[src/rtl/pin_pkg.sv]
// pin_pkg: shared FSM state type and default constants for the pin driver
package pin_pkg;
    typedef enum logic {IDLE, HOLD} state_t;
    localparam int PIN_HOLD_TICKS_DEF = 2;
    localparam int PIN_FIFO_DEPTH_DEF = 4;
endpackage

[src/rtl/pin_driver_fifo.sv]
// pin_driver_fifo: 1-bit request queue with registered pointers and sync active-low reset
module pin_driver_fifo import pin_pkg::*; #(
    parameter int DEPTH = PIN_FIFO_DEPTH_DEF
) (
    input  logic clk,
    input  logic reset_n,
    input  logic push,
    input  logic din,
    input  logic pop,
    output logic dout,
    output logic full,
    output logic empty
);
    localparam int AW = $clog2(DEPTH);
    logic [DEPTH-1:0] mem;
    logic [AW:0] wr_ptr, rd_ptr;
    // pointer update; full gates push even when a pop happens in the same cycle
    always_ff @(posedge clk) begin
        if (!reset_n) begin
            wr_ptr <= '0;
            rd_ptr <= '0;
        end else begin
            if (push && !full) wr_ptr <= wr_ptr + 1'b1;
            if (pop && !empty) rd_ptr <= rd_ptr + 1'b1;
        end
    end
    // storage needs no reset; only pointers define validity
    always_ff @(posedge clk) begin
        if (push && !full) mem[wr_ptr[AW-1:0]] <= din;
    end
    assign dout  = mem[rd_ptr[AW-1:0]];
    assign empty = (wr_ptr == rd_ptr);
    assign full  = (wr_ptr[AW] != rd_ptr[AW]) && (wr_ptr[AW-1:0] == rd_ptr[AW-1:0]);
endmodule

[src/rtl/pin_driver.sv]
// pin_driver: queued pin level driver holding each level for HOLD_TICKS ena strobes;
// define PIN_DRIVER_OPENDRAIN_EN for open-drain pad signalling (push-pull otherwise)
module pin_driver import pin_pkg::*; #(
    parameter int HOLD_TICKS = PIN_HOLD_TICKS_DEF,
    parameter int FIFO_DEPTH = PIN_FIFO_DEPTH_DEF
) (
    input  logic clk,
    input  logic reset_n,
    input  logic ena,
    input  logic din,
    input  logic din_valid,
    output logic din_ready,
    output logic pad_o,
    output logic pad_oe,
    output logic level,
    output logic busy
);
    localparam int CW = $clog2(HOLD_TICKS + 1);
    state_t state, state_nx;
    logic [CW-1:0] cnt, cnt_nx;
    logic level_nx, rdy_q, pop, fifo_dout, full, empty;

    pin_driver_fifo #(.DEPTH(FIFO_DEPTH)) u_fifo (
        .clk(clk),
        .reset_n(reset_n),
        .push(din_valid && din_ready),
        .din(din),
        .pop(pop),
        .dout(fifo_dout),
        .full(full),
        .empty(empty)
    );

    assign pop       = !empty && (state == IDLE || cnt == '0);
    assign din_ready = rdy_q && !full;
    assign busy      = (state == HOLD) || !empty;

    // state, hold counter and driven level registers
    always_ff @(posedge clk) begin
        if (!reset_n) begin
            state <= IDLE;
            cnt   <= '0;
            level <= 1'b1;
            rdy_q <= 1'b0;
        end else begin
            state <= state_nx;
            cnt   <= cnt_nx;
            level <= level_nx;
            rdy_q <= 1'b1;
        end
    end

    // a pop reloads the hold (ena in that cycle is ignored); otherwise count down ena strobes
    always_comb begin
        state_nx = state;
        cnt_nx   = cnt;
        level_nx = level;
        if (pop) begin
            state_nx = HOLD;
            cnt_nx   = CW'(HOLD_TICKS);
            level_nx = fifo_dout;
        end else if (state == HOLD) begin
            if (cnt == '0) state_nx = IDLE;
            else if (ena) cnt_nx = cnt - 1'b1;
        end
    end

`ifdef PIN_DRIVER_OPENDRAIN_EN
    assign pad_o  = 1'b0;
    assign pad_oe = ~level;
`else
    logic oe_q;
    // push-pull pad stays tri-stated until the first requested level is driven
    always_ff @(posedge clk) begin
        if (!reset_n) oe_q <= 1'b0;
        else if (pop) oe_q <= 1'b1;
    end
    assign pad_o  = level;
    assign pad_oe = oe_q;
`endif
endmodule

[config.mk]
export PLATFORM = sky130hd
export DESIGN_NAME = pin_driver
export DESIGN_NICKNAME = d
export VERILOG_FILES = /design/src/rtl/pin_pkg.sv /design/src/rtl/pin_driver_fifo.sv /design/src/rtl/pin_driver.sv
export SDC_FILE = /design/constraint.sdc
export NUM_CORES = 1
export LEC_CHECK = 0
export ABC_AREA = 0
export BUFFER_PORTS_ARGS = -buffer_cell sky130_fd_sc_hd__buf_2
export CAP_MARGIN = 40
export CORE_UTILIZATION = 40
export CTS_CLUSTER_SIZE = 20
export DETAILED_ROUTE_END_ITERATION = 7
export GPL_TIMING_DRIVEN = 0
export PLACE_DENSITY_LB_ADDON = 0.12
export SLEW_MARGIN = 20
export SYNTH_ARGS = -nofsm -noshare
export SYNTH_HDL_FRONTEND = slang
export SYNTH_SLANG_ARGS = --single-unit
[constraint.sdc]
create_clock -name clk -period 3.5 [get_ports clk]
set_clock_uncertainty 0.1 [all_clocks]
set_input_delay 0.35 -clock clk [delete_from_list [all_inputs] [get_ports clk]]
set_output_delay 0.35 -clock clk [all_outputs]
set_load 0.05 [all_outputs]
## After elaboration in Yosys (flattened, before gate mapping)

Index checks and enable logic that the tools add are counted.

| operators by class | value |
|---|---|
| add/sub/neg operators | 3 |
| magnitude comparators | 3 |
| eq/ne operators | 4 |
| muxes and demuxes | 13 |
| bitwise logic cells | 3 |
| reductions and logical operators | 17 |

Operators by type and width:

| cell | number |
|---|---|
| 2-bit two-way mux | 4 |
| 1-bit logical AND | 7 |
| 3-bit by 1-bit adder with 3-bit output, second input constant | 2 |
| 2-bit by 3-bit < comparator with 1-bit output, second input constant | 2 |
| 1-bit two-way mux | 6 |
| 3-bit AND reduction | 2 |
| 4-bit bitwise mux | 1 |
| 2-bit nonzero test | 2 |
| 3-bit equality test | 1 |
| 1-bit NOT | 3 |
| 1-bit binary-select mux with 2-bit select | 1 |
| 1-bit demux with 2-bit select | 1 |
| 2-bit equality test | 1 |
| 2-bit by 1-bit >= comparator with 1-bit output, second input constant | 1 |
| 1-bit logical NOT | 2 |
| 2-bit logical NOT | 1 |
| 1-bit logical OR | 2 |
| 2-bit by 1-bit inequality test with 1-bit output, second input constant | 1 |
| 2-bit OR reduction | 1 |
| 2-bit by 1-bit subtractor with 2-bit output, second input constant | 1 |
| 1-bit inequality test | 1 |

| word-level totals | value |
|---|---|
| flip-flop bits (word level) | 16 |
| bits of input ports | 5 |
| output and inout port bits | 5 |
| word-level logic and storage cells | 52 |

## Longest topological paths before layout

| depth | value |
|---|---|
| depth in word-level cells | 6 |
| mapped depth | 5 |
| depth with buffers taken out | 5 |

## Hierarchy

Synthesis repeated with hierarchy kept, for this count alone.

| unflattened totals | value |
|---|---|
| cell total of the unflattened synthesis | 106 |
| area total of the unflattened synthesis | 989.7 sq um |

Modules (own cells, without submodules):

| module | times used | cells an instance | area an instance (sq um) | sequential area each (sq um) |
|---|---|---|---|---|
| pin_driver_fifo | 1 | 75 | 706.9 | 240.2 |
| pin_driver | 1 | 31 | 282.8 | 120.1 |

## Least setup slack after synthesis

OpenSTA, ideal clock, no wires.

| timing path | value |
|---|---|
| kind | flip-flop to output port |
| from | register u_fifo.wr_ptr[1] |
| to | output port busy |
| arrival | 1.259 ns |
| required time | 3.050 ns |
| slack | 1.791 ns |
| stages on the path, launching flop included | 4 |
| buffers on the path | 0 |
| cell sequence | dfxtp_1 > xnor2_2 > nand3_1 > or2_2 |

| between the ends | value |
|---|---|
| word-level cells in the longest chain between the ends | 3 |

RTL lines:

| what | line | text |
|---|---|---|
| start: declaration | pin_driver_fifo.sv:16 | `logic [AW:0] wr_ptr, rd_ptr;` |
| start signal: assignment | pin_driver_fifo.sv:23 | `if (push && !full) wr_ptr <= wr_ptr + 1'b1;` |
| 3-bit equality test | pin_driver_fifo.sv:32 | `assign empty = (wr_ptr == rd_ptr);` |
| 1-bit logical NOT | pin_driver.sv:36 | `assign busy = (state == HOLD) \|\| !empty;` |
| 1-bit logical OR | pin_driver.sv:36 |  |
| end: declaration | pin_driver.sv:16 | `output logic busy` |

No other way between the ends.

## Worst setup path in the final report

| timing path | value |
|---|---|
| from | register u_fifo.wr_ptr[0] |
| to | output port busy |

The elaborated chain is that of the path after synthesis.

==> flow_summary.toml <==
[run_status]
outcome = "finished clean"

[setup_path]
cpLargestDelayFamily = "simple AND/OR/NAND/NOR gates"
critical_path.n_buffers_inverters = 1
timing.critical_path.fanout_max = 6
reg2regPathDepth = 3
cp_data_arrival_time_ns = 1.76
cp-start-kind = "flip-flop"
critical_path.slowest_cell = "dfxtp_1"
worstSetupPathType = "reg2out"
worst_setup_path_end_kind = "output port"
slowest_delay_ns = 0.41
timing.critical_path.cells = "xnor2_2 -> nand3_1 -> or2_2 -> buf_2"
cp_required_ns = 3.05
critical_path_depth = 4

[yosys]
synthesis.yosys.warnings = 0
synth_cell_type_count = 32
sequential_element_share_of_the_synthesized_area_pct = 39.7
synthesis.nets = 96
post_synth.cell_area_avg_um2 = 10.7
yosys_register_bits = 16
syn-cell-area_um2 = 907
postSynth.asyncResetShare_pct = 0
synth_enable_flop_cells = 4
ys_flop_type = "dfxtp_1"
netlist_instances = 85

[floorplanning]
boundaryPins = 10
floorplan.die_area_um2 = 2460
chipHeight_um = 49.6
die_width_um = 49.6
design.core.area_um2 = 2040
rows = 16
start_util_pct = 44.4

[final_layout]
post_route_cells_drive_above_1_share_pct = 20.4
final_nets = 110
areaGrowthSynthToFinish_pct = 11.6
num_antenna_cells = 0
layout.core_utilization_pct = 49.6

[sta]
final-hold-violation-count = 0
transition_time_of_the_tightest_slew_check_pin_ns = 0.459
finalSetupTns_ns = 0
maxClockFrequency_ghz = 0.452
period_minus_slack_ns = 2.21
grt_setup_unrepaired = "no"
timing.final.max_slew_violations = 0
tcrit_tclk_final_pct = 63.3
setup_violations = 0
worst_slew_margin_rel_pct = 69.2
hold_slack_ns = 0.162

[cts]
cts_setup_buffers = 0
post_cts_resized = 0
cts-htree-levels = 1
cts.hold.buffers_added = 0
cts.root.buffer_cell = "clkbuf_4"
clk_latency_ns = 0.28
clock_sinks = 16
clkTransAtPathRegs_ns = 0.09
tritoncts = "done"
cts_made_buffers = 3
clock_tree.buffer_depth = 2

[pwr]
power_uw = 758
worst_ir_drop_vdd_mv = 0.352
pwr_dens_nw_per_um2 = 749
leak_nw = 0.406

[global_route]
grt_first_pass_wirelength_mm = 2.58
grt-ovfl-total = 0
pin_count_of_the_biggest_net_entering_global_routing = 11
first_global_vias = 620
grt_antenna_before_repair = 0
groute.usage.overall_pct = 14.2

[route]
via_per_inst = 5.14
drt-total-wl_mm = 1.48
route.detailed.drc = 0
drtIter0Drc = 13
vias = 643
wl_per_cell_um = 11.9
postRouteAntennaNets = 0
drt_first_pass_iters = 4

[min_path]
hold-path-cell-count = 1
worst_hold_path_type = "in2reg"

[place]
finalWeightedCongestion = 0.736
dp_hpwl_mm = 1.10
total_of_buffers_placed_on_input_and_output_ports = 9

[run]
max_cap_violations = 0
## path summary, 6_finish.rpt
check	start	to	slack [ns]
worst max-delay path	u_fifo.wr_ptr[0]	busy	1.29
worst min register to register	pad_oe	pad_oe	0.37
worst max register to register	u_fifo.wr_ptr[0]	u_fifo.mem[3]	1.95
worst min-delay path	reset_n	rdy_q	0.16
## kinds of logic (layout without fill, tap and decap cells)
group	Yosys count	count (layout)	share of synthesized area, %
AOI/OAI and AO/OA	13	13	14.5
and+or+nand+nor	29	29	17.5
muxes	6	6	8.41
DFF	16	16	39.7
adders and majority gates	6	6	8.28
buffers and inverters	9	22	4.14
xor gates and xnor gates	6	6	7.45
## flip-flops by register name (all words and copies together), names as in the netlist
register / cells
u_fifo.mem: 4
rdy_q: 1
cnt: 2
state: 1
u_fifo.wr_ptr: 3
level: 1
pad_oe: 1
u_fifo.rd_ptr: 3
## metrics by stage
step,instance area [um^2],cells,setup slack (ns)
final,1010,125,1.29
after global routing,1010,125,1.18
after CTS,1010,125,1.28
after detailed placement,986,121,1.62
after global placement,986,121,1.63
after floorplan,907,85,1.79
## worst register-to-register path: cells and delay by family (launching register included)
family          cells  cell delay [ns]
xor+xnor            1             0.21
simple gates        1             0.18
flops               1             0.51
compound gates      1             0.28
## area by class of cell
class	instances	area, um^2
Timing Repair Buffer	9	45.0
Multi-Input combinational cell	60	509
Buffer	2	11.3
Fill cell	223	1030
Sequential cell	16	360
Clock buffer	4	26.3
Tap cell	27	33.8
Inverter	7	26.3
## cell usage after synthesis, types with 2 or more instances
master,n,area share [%]
and2_1,6,4.1
dfxtp_1,12,26
nand3_1,2,1.1
edfxtp_1,4,13
mux2i_1,5,5.5
xor2_1,3,2.9
o21a_1,3,2.5
ha_1,6,8.3
inv_1,7,2.9
nand2_1,10,4.1
o211ai_1,2,1.7
xnor2_2,2,3.6
nand2b_1,2,1.4
nor2_1,2,0.83
a31oi_4,2,4.7
## power by group
part | internal [mW] | leakage [nW] | switching (mW)
clock | 0.0443 | 0.0150 | 0.0557
combinational | 0.142 | 0.256 | 0.240
sequential | 0.231 | 0.135 | 0.0452
total | 0.416 | 0.406 | 0.341
## cells in the final DEF, fill, tap and decap left out, types with 2 or more instances in the layout
cell type / synthesis / routed
o211ai_1: 2 / 2
nand2_1: 10 / 10
mux2i_1: 5 / 5
a31oi_4: 2 / 2
nand2b_1: 2 / 2
nor2_1: 2 / 2
xnor2_2: 2 / 2
ha_1: 6 / 6
o21a_1: 3 / 3
dfxtp_1: 12 / 12
and2_1: 6 / 6
xor2_1: 3 / 3
clkbuf_4: 0 / 3
clkbuf_1: 1 / 2
buf_2: 0 / 9
nand3_1: 2 / 2
inv_1: 7 / 7
edfxtp_1: 4 / 4
## layer usage
metal / wire [um] / part of all wire, % / track usage [%]
met3: 74 / 5.0 / 5.56
met5: 0 / 0 / 0
met4: 0 / 0 / 5.71
met2: 743 / 50 / 24.8
met1: 664 / 45 / 15.0
(Power assumes the default switching activity.)
